--- src/rtl/manchester_pkg.sv ---
// Shared Manchester line definitions for the transmitter and receiver.
// The symbol timing constants live here so that both ends agree on them.
package manchester_pkg;

    typedef enum logic [1:0] {
        IDLE     = 2'd0,
        PREAMBLE = 2'd1,
        DATA     = 2'd2
    } state_t;

    localparam int SAMPLES_PER_BIT = 16;
    localparam int HALF_BIT        = 8;

    // First half of a bit carries the bit value, second half its complement.
    function automatic logic line_level(input logic b, input logic [3:0] phase);
        return b ^ (phase >= 4'(HALF_BIT));
    endfunction

endpackage

--- src/rtl/manchester_tx_hold.sv ---
// Single-entry holding register between the valid/ready port and the shifter.
// The handshake is not qualified by the sample enable.
module manchester_tx_hold (
    input  logic       clk,
    input  logic       reset,
    input  logic [7:0] data,
    input  logic       valid,
    input  logic       load,
    output logic       ready,
    output logic       full,
    output logic       full_next,
    output logic [7:0] q
);

    logic accept;

    assign accept    = valid && ready;
    // A load and an accept never coincide because ready is low while full.
    assign full_next = accept || (full && !load);

    always_ff @(posedge clk or posedge reset) begin
        if (reset) begin
            full  <= 1'b0;
            ready <= 1'b1;
            q     <= '0;
        end else begin
            full  <= full_next;
            ready <= !full_next;
            if (accept)
                q <= data;
        end
    end

endmodule

--- src/rtl/manchester_tx.sv ---
// Manchester transmitter: alternating preamble, then bytes MSB first,
// 16 enabled sample clocks per bit, back-to-back bytes without a gap.
module manchester_tx
    import manchester_pkg::*;
#(
    parameter int PREAMBLE_BITS = 8
) (
    input  logic       clk,
    input  logic       reset,
    input  logic       enable,
    input  logic [7:0] tx_data,
    input  logic       tx_valid,
    output logic       tx_ready,
    output logic       mout,
    output logic       mout_en,
    output logic       sync,
    output logic       busy
);

    localparam logic [3:0] LAST_PHASE = 4'(SAMPLES_PER_BIT - 1);
    localparam logic [3:0] LAST_PRE   = 4'(PREAMBLE_BITS - 1);
    localparam logic [3:0] LAST_DATA  = 4'd7;

    state_t     state, state_n;
    logic [3:0] phase, phase_n;
    logic [3:0] bit_idx, bit_n;
    logic [7:0] shifter, shift_n;
    logic       load, bit_end, mout_n, sync_n;
    logic       hold_full, hold_full_n;
    logic [7:0] hold_q;

    manchester_tx_hold u_hold (
        .clk       (clk),
        .reset     (reset),
        .data      (tx_data),
        .valid     (tx_valid),
        .load      (load),
        .ready     (tx_ready),
        .full      (hold_full),
        .full_next (hold_full_n),
        .q         (hold_q)
    );

    assign bit_end = (phase == LAST_PHASE);

    always_comb begin
        state_n = state;
        phase_n = phase;
        bit_n   = bit_idx;
        shift_n = shifter;
        load    = 1'b0;
        sync_n  = 1'b0;
        if (enable) begin
            case (state)
                IDLE: begin
                    if (hold_full) begin
                        phase_n = 4'd0;
                        bit_n   = 4'd0;
                        if (PREAMBLE_BITS == 0) begin
                            state_n = DATA;
                            load    = 1'b1;
                            shift_n = hold_q;
                        end else begin
                            state_n = PREAMBLE;
                        end
                    end
                end
                PREAMBLE: begin
                    phase_n = phase + 4'd1;
                    if (bit_end) begin
                        if (bit_idx == LAST_PRE) begin
                            state_n = DATA;
                            bit_n   = 4'd0;
                            load    = 1'b1;
                            shift_n = hold_q;
                        end else begin
                            bit_n = bit_idx + 4'd1;
                        end
                    end
                end
                DATA: begin
                    phase_n = phase + 4'd1;
                    if (bit_end) begin
                        sync_n = 1'b1;
                        if (bit_idx == LAST_DATA) begin
                            bit_n = 4'd0;
                            if (hold_full) begin
                                load    = 1'b1;
                                shift_n = hold_q;
                            end else begin
                                state_n = IDLE;
                            end
                        end else begin
                            bit_n   = bit_idx + 4'd1;
                            shift_n = {shifter[6:0], 1'b0};
                        end
                    end
                end
                default: state_n = IDLE;
            endcase
        end
    end

    // The line level is registered from the next-state view so it lines up
    // with the phase being entered at this edge.
    always_comb begin
        mout_n = 1'b0;
        case (state_n)
            PREAMBLE: mout_n = line_level(~bit_n[0], phase_n);
            DATA:     mout_n = line_level(shift_n[7], phase_n);
            default:  mout_n = 1'b0;
        endcase
    end

    always_ff @(posedge clk or posedge reset) begin
        if (reset) begin
            state   <= IDLE;
            phase   <= 4'd0;
            bit_idx <= 4'd0;
            shifter <= 8'd0;
            mout    <= 1'b0;
            mout_en <= 1'b0;
            sync    <= 1'b0;
            busy    <= 1'b0;
        end else begin
            state   <= state_n;
            phase   <= phase_n;
            bit_idx <= bit_n;
            shifter <= shift_n;
            mout    <= mout_n;
            mout_en <= (state_n != IDLE);
            sync    <= sync_n;
            busy    <= (state_n != IDLE) || hold_full_n;
        end
    end

endmodule

--- config.mk ---
export PLATFORM = sky130hd
export DESIGN_NAME = manchester_tx
export DESIGN_NICKNAME = d
export VERILOG_FILES = /design/src/rtl/manchester_pkg.sv /design/src/rtl/manchester_tx_hold.sv /design/src/rtl/manchester_tx.sv
export SDC_FILE = /design/constraint.sdc
export NUM_CORES = 1
export LEC_CHECK = 0
export BUFFER_PORTS_ARGS = -buffer_cell sky130_fd_sc_hd__buf_2
export CORE_MARGIN = 3
export CORE_UTILIZATION = 62
export CTS_CLUSTER_DIAMETER = 50
export DETAILED_ROUTE_END_ITERATION = 16
export GPL_TIMING_DRIVEN = 0
export PLACE_DENSITY = 0.87
export SETUP_SLACK_MARGIN = 0.1
export SLEW_MARGIN = 5
export SYNTH_ARGS = -nofsm -noshare
export SYNTH_HDL_FRONTEND = slang
export SYNTH_SLANG_ARGS = --single-unit
export TNS_END_PERCENT = 10
--- constraint.sdc ---
create_clock -name clk -period 6.3 [get_ports clk]
set_input_delay 1.26 -clock clk [delete_from_list [all_inputs] [get_ports clk]]
set_output_delay 1.26 -clock clk [all_outputs]
set_load 0.02 [all_outputs]
# Yosys cells after proc, flatten, opt, wreduce, memory -nomap -nowiden
# Cells that the tools add are included.
[word_totals] ff_bits=32 in_bits=12 wordCells=78 out_inout_bits=5
[classes] add_sub_neg=2 reduce_logical=13 magnitude_cmp=1 bitwise_logic=3 n_eq_ne=12 mux=34
[op_table] op="$mux 8" n=6
[op_table] op="$mux 4" n=5
[op_table] op="$pmux 4 s2" n=2
[op_table] op="$pmux 8 s2" n=1
[op_table] op="$mux 2" n=7
[op_table] op="$mux 1" n=10
[op_table] op="$add 4x1->4 const B" n=2
[op_table] op="$ne 2x2->1 const B" n=3
[op_table] op="$pmux 2 s3" n=1
[op_table] op="$reduce_and 6->1" n=1
[op_table] op="$reduce_bool 2->1" n=3
[op_table] op="$eq 2x1->1 const B" n=2
[op_table] op="$eq 2x2->1 const B" n=2
[op_table] op="$eq 4x3->1 const B" n=1
[op_table] op="$eq 4x4->1 const B" n=1
[op_table] op="$ge 4x4->1 const B" n=1
[op_table] op="$ne 2x1->1 const B" n=2
[op_table] op="$pmux 1 s2" n=2
[op_table] op="$reduce_and 4->1" n=1
[op_table] op="$ne 3x2->1 const B" n=1
[op_table] op="$logic_and 1x1->1" n=2
[op_table] op="$logic_not 1->1" n=2
[op_table] op="$logic_not 2->1" n=1
[op_table] op="$logic_or 1x1->1" n=2
[op_table] op="3 further kinds" n=4

# Depth between registers and ports, before layout
[logic_depth] word_depth=9 mapped_depth=13 mapped_depth_nobuf=12

# Cells and area by module
# Synthesis repeated with hierarchy kept, for this count alone.
[unflattened] cells_unflattened=160 area_unflattened_um2=1675.4
[by_module_without_submodules] module="manchester_tx" n_inst=1 seq_area_each_um2=550.5 area_per_inst_um2=1272.5 cells_each=137
[by_module_without_submodules] module="manchester_tx_hold" n_inst=1 seq_area_each_um2=251.5 area_per_inst_um2=402.9 cells_each=23

# Worst setup path before layout
# Ideal clock, no wire load.
[synth_path] path_kind="input-to-reg" from="input enable" to="register mout" required_ps=6176 setup_ps=124 path_stages=11 slack_ps=3605 n_path_buf=1 arrival_ps=2571 path_cell_list="buf_4 -> nand2_1 -> nand2_1 -> a22oi_1 -> a2bb2oi_1 -> ha_1 -> inv_1 -> a21oi_1 -> o211ai_2 -> a2bb2oi_2 -> mux2i_1"
[synth_via] elab_chain_len=4 word_cells_on_any_way=11 classes_between="1 x order compare; 2 x eq/ne; 5 x mux; 3 x bitwise"
[synth_lines] element="start, declared" line_no="manchester_tx.sv:10" rtl="input logic enable,"
[synth_lines] element="$mux 4 / $mux 1 (equally long branches)" line_no="manchester_tx.sv:53" rtl="if (enable) begin"
[synth_lines] element="$ge 4x4->1 / $not 1->1 (equally long branches)" line_no="manchester_pkg.sv:16, manchester_tx.sv:109"
[synth_lines] element="$xor 1x1->1" line_no="manchester_pkg.sv:16" rtl="return b ^ (phase >= 4'(HALF_BIT));"
[synth_lines] element="$pmux 1 s2 (*)" line_no="manchester_tx.sv:108" rtl="case (state_n)"
[synth_lines] element="named net mout_n" line_no="manchester_tx.sv:28" rtl="logic load, bit_end, mout_n, sync_n;"
[synth_lines] element="end signal, assigned" line_no="manchester_tx.sv:130" rtl="mout <= mout_n;"
[synth_lines] element="end, declared" line_no="manchester_tx.sv:14" rtl="output logic mout,"
# Mark *: on every way through the listed nets, which the timed path passes. The rest lies on a longest branch.
# A chain may end at the register's enable or synchronous reset.

# Final worst setup path
[layout_path] from="register bit_idx[1]" to="register mout"
[layout_via] elab_chain_len=8 word_cells_on_any_way=23 classes_between="3 x eq/ne; 17 x mux; 3 x bitwise"
[layout_lines] element="start, declared" line_no="manchester_tx.sv:26" rtl="logic [3:0] bit_idx, bit_n;"
[layout_lines] element="start signal, assigned" line_no="manchester_tx.sv:128" rtl="bit_idx <= bit_n;"
[layout_lines] element="$eq 4x3->1 (*)" line_no="manchester_tx.sv:71, manchester_tx.sv:85"
[layout_lines] element="$mux 4" line_no="manchester_tx.sv:71, manchester_tx.sv:85"
[layout_lines] element="$mux 4" line_no="manchester_tx.sv:70" rtl="if (bit_end) begin"
[layout_lines] element="$pmux 4 s2" line_no="manchester_tx.sv:54" rtl="case (state)"
[layout_lines] element="$mux 1" line_no="manchester_tx.sv:53"
[layout_lines] element="$not 1->1" line_no="manchester_tx.sv:109" rtl="PREAMBLE: mout_n = line_level(~bit_n[0], phase_n);"
[layout_lines] element="$xor 1x1->1" line_no="manchester_pkg.sv:16"
[layout_lines] element="$pmux 1 s2 (*)" line_no="manchester_tx.sv:108"
[layout_lines] element="named net mout_n" line_no="manchester_tx.sv:28"
# Mark *: on every way through the listed nets, which the timed path passes. The rest lies on a longest branch. The select of a mux whose other input is x is not followed.

==> results by group <==
STA
  – RSZ-0062 raised after global routing: false
  – Worst clock skew: around 15 ps
  – Normalized max-slew margin: 22.42%
  – Final cycle utilization of the critical path: 44.53%
  – Fmax: 356.5 MHz
  – Minimum clock period: approximately 2800 ps
  – Final Hold Viols: 0
  – Slew @ Worst Pin: between 1000 and 1500 ps
  – TNS Setup: 0 ps
  – Slew Limit Fails: 0
  – Final setup vio count: 0

Die
  – Chip width: just under 60 um
  – DIE AREA: 3440 um2
  – Starting Density: 67.55%
  – Chip height: ~60 um
  – Core footprint: 2545 um2
  – Num rows: 18
  – I/O pins: 17

Final layout
  – Multi-input combinational cell area: 824.5 um2
  – Post-Layout Inst Area: between 1500 and 2000 um2
  – Final core occ: about three quarters
  – Layout cell share with drive strength beyond 1: around 27%
  – Ant diodes: 0
  – NumNets Final: roughly 200
  – Syn-to-layout area delta: 10.41%
  – Sequential cell area: 802.0 um2
  – Finished Layout Cells: 213
  – Fillers: roughly 190

Worst setup path
  – Crit start category: flip-flop
  – R2R setup slack: ~3500 ps
  – Worst EP required: 6540 ps
  – CP Capture Type: flip-flop
  – Critical path type: reg -> reg
  – Crit-path max FO: 10
  – Critical Path AT: 3050 ps

Synthesis
  – Post-Synthesis Net Count: roughly 180
  – Syn Inst Count: 159
  – Synth Cell Area: ~1700 um2
  – Seq/Total Area, Yosys: ~47%
  – Synth Warn #: 0
  – Synth Register Bits: 32
  – Mapped Avg Cell Area: around 11 um2
  – Asr flop ratio synth: 100.0%
  – Post-synth EDFFs: 0
  – Main synth FF type: dfrtp_1
  – Distinct cells, synth: between 40 and 50

Job
  – Maxcap violations: 0

Drt
  – Vias per cell: about 6
  – DRC viols: 0
  – Number of iterations in the first detailed-routing pass: 6
  – DRT antenna net count: 0
  – Vias: ~1300
  – Routed wire length: roughly 3200 um
  – WL/cell: 15.16 um
  – Initial drt markers: 38

Power and ir drop
  – Switching pwr: approximately 170 uW
  – Peak supply drop: 0.0002751 V
  – Gate power share: about a quarter
  – Net Sw Frac: a little under a third
  – Clock power share: 22.0%
  – Reg power frac: about 53%
  – Cell Pwr Density: 286.6 nW/um2
  – P_leak: a little over 0.9 nW
  – Internal: around 370 uW
  – Total power: about 540 uW

Placed design
  – Post-placement cell area: between 1500 and 2000 um2
  – Port bufs: 16
  – Hpwl dp: between 2000 and 2500 um
  – GPL Wtd Cong: 0.7651
  – Dpl cells: between 200 and 250

Clocking
  – Post-CTS setup buffers: 0
  – Clock sinks: 32
  – Reg clk slew, reported paths: approximately 110 ps
  – Post-CTS Resized: 0
  – CTS tree: done
  – Max clock buf depth: 2
  – Hold Buf Count CTS: 0
  – Clock root cell: clkbuf_4
  – Num CTS Buffers: 5
  – H-tree depth: 2
  – Clk Latency, worst-skew pair: roughly 330 ps

Global routing
  – First-pass GRT wire length: about 5600 um
  – Gr ovfl total: 0
  – Gr usage total: 22.00%
  – Pin count of the biggest net entering global routing: 33
  – Vias in the first global route: about 1200
  – Antenna violations before repair: 0

Hold path
  – Worst Hold Class: reg -> reg

Outcome
  – Outcome: complete, no violations
## Yosys cell counts, types with 3 or more instances
| library cell | count | share of area (%) |
|---|---|---|
| nand3_1 | 6 | 1.7 |
| buf_4 | 3 | 1.3 |
| nand2_1 | 15 | 3.3 |
| a22o_1 | 14 | 7.1 |
| dfrtp_1 | 31 | 45 |
| mux2_2 | 9 | 5.9 |
| nor2_1 | 6 | 1.3 |
| inv_1 | 12 | 2.6 |
| o21ai_0 | 6 | 1.7 |
| o22ai_1 | 3 | 1.1 |
| ha_1 | 8 | 5.8 |
## area by class of cell
type	instances	share of cell area, %
clock inverters	2	0.5274
repair buffers	16	4.219
multi-input cells	108	43.44
flip-flops and latches	32	42.25
clock buffers	6	2.703
well taps	30	1.978
plain buffers	7	2.505
inverters	12	2.373
## per-stage QoR
stage	hold slack [ps]	setup slack, ps
after floorplan	439.1	3605
after global placement	460.7	3369
after detailed placement	463.7	3247
after CTS	474.7	3529
after global routing	509.7	3223
final	472.4	3495
## routing by layer
metal / share of wire, % / global-route usage, %
met3: 6.1 / 7.675
met4: 0.90 / 8.738
met1: 44 / 28.29
met5: 0 / 0
met2: 48 / 34.13
## placed cells by master (no fill, tap or decap), drive strengths merged, types with 2 or more instances in the layout
master	instances
dfrtp	31
buf	22
nand2	15
a22o	15
inv	12
mux2	9
ha	8
nand3	7
o21ai	7
clkbuf	7
nor2	6
o22ai	3
a2bb2oi	3
a21oi	2
nor4	2
and3	2
o31ai	2
nand2b	2
mux2i	2
or2	2
clkinv	2
nand3b	2
o211ai	2
## power groups by stage
stage          Sequential, mW  Combinational [mW]  Clock [mW]
6_report                0.286               0.139       0.120
4_1_cts                 0.286               0.140       0.123
3_3_place_gp            0.286               0.131           0
5_1_grt                 0.293               0.159       0.131
2_1_floorplan           0.285               0.106           0
3_5_place_dp            0.290               0.139           0
## worst max-delay path, stage by stage (launching register included)
cell and delay (ps):
dfrtp_1 410, ha_1 200, nand3b_2 130, buf_4 200, o31ai_1 270, o21ai_1 110
a22oi_1 260, a2bb2oi_1 270, ha_1 180, inv_1 60, a21oi_1 170, o211ai_2 110
a2bb2oi_2 150, mux2i_1 170
## registers in the layout, summed over array words and instances, names as in the netlist
signal,flops
phase,4
u_hold.q,8
state,2
busy,1
bit_idx,4
shifter,8
mout,1
u_hold.ready,1
sync,1
mout_en,1
u_hold.full,1
## kinds of logic after synthesis
kind of cell    synth area share, %
xor+xnor                     0.5096
buf+inv                       5.385
compound gates                20.09
flops                         46.65
mux                           7.060
fa+ha+maj                     5.823
simple gates                  14.48
## path summary, 6_finish.rpt
| kind | start | end | cells after the start |
|---|---|---|---|
| min reg2reg | bit_idx[3] | bit_idx[3] | 1 |
| max | bit_idx[1] | mout | 13 |
| min in group asynchronous | reset | bit_idx[1] | 2 |
| max in group asynchronous | reset | state[1] | 2 |
| min | bit_idx[3] | bit_idx[3] | 1 |
| max reg2reg | bit_idx[1] | mout | 13 |
Power figures use the tool's default switching activity.
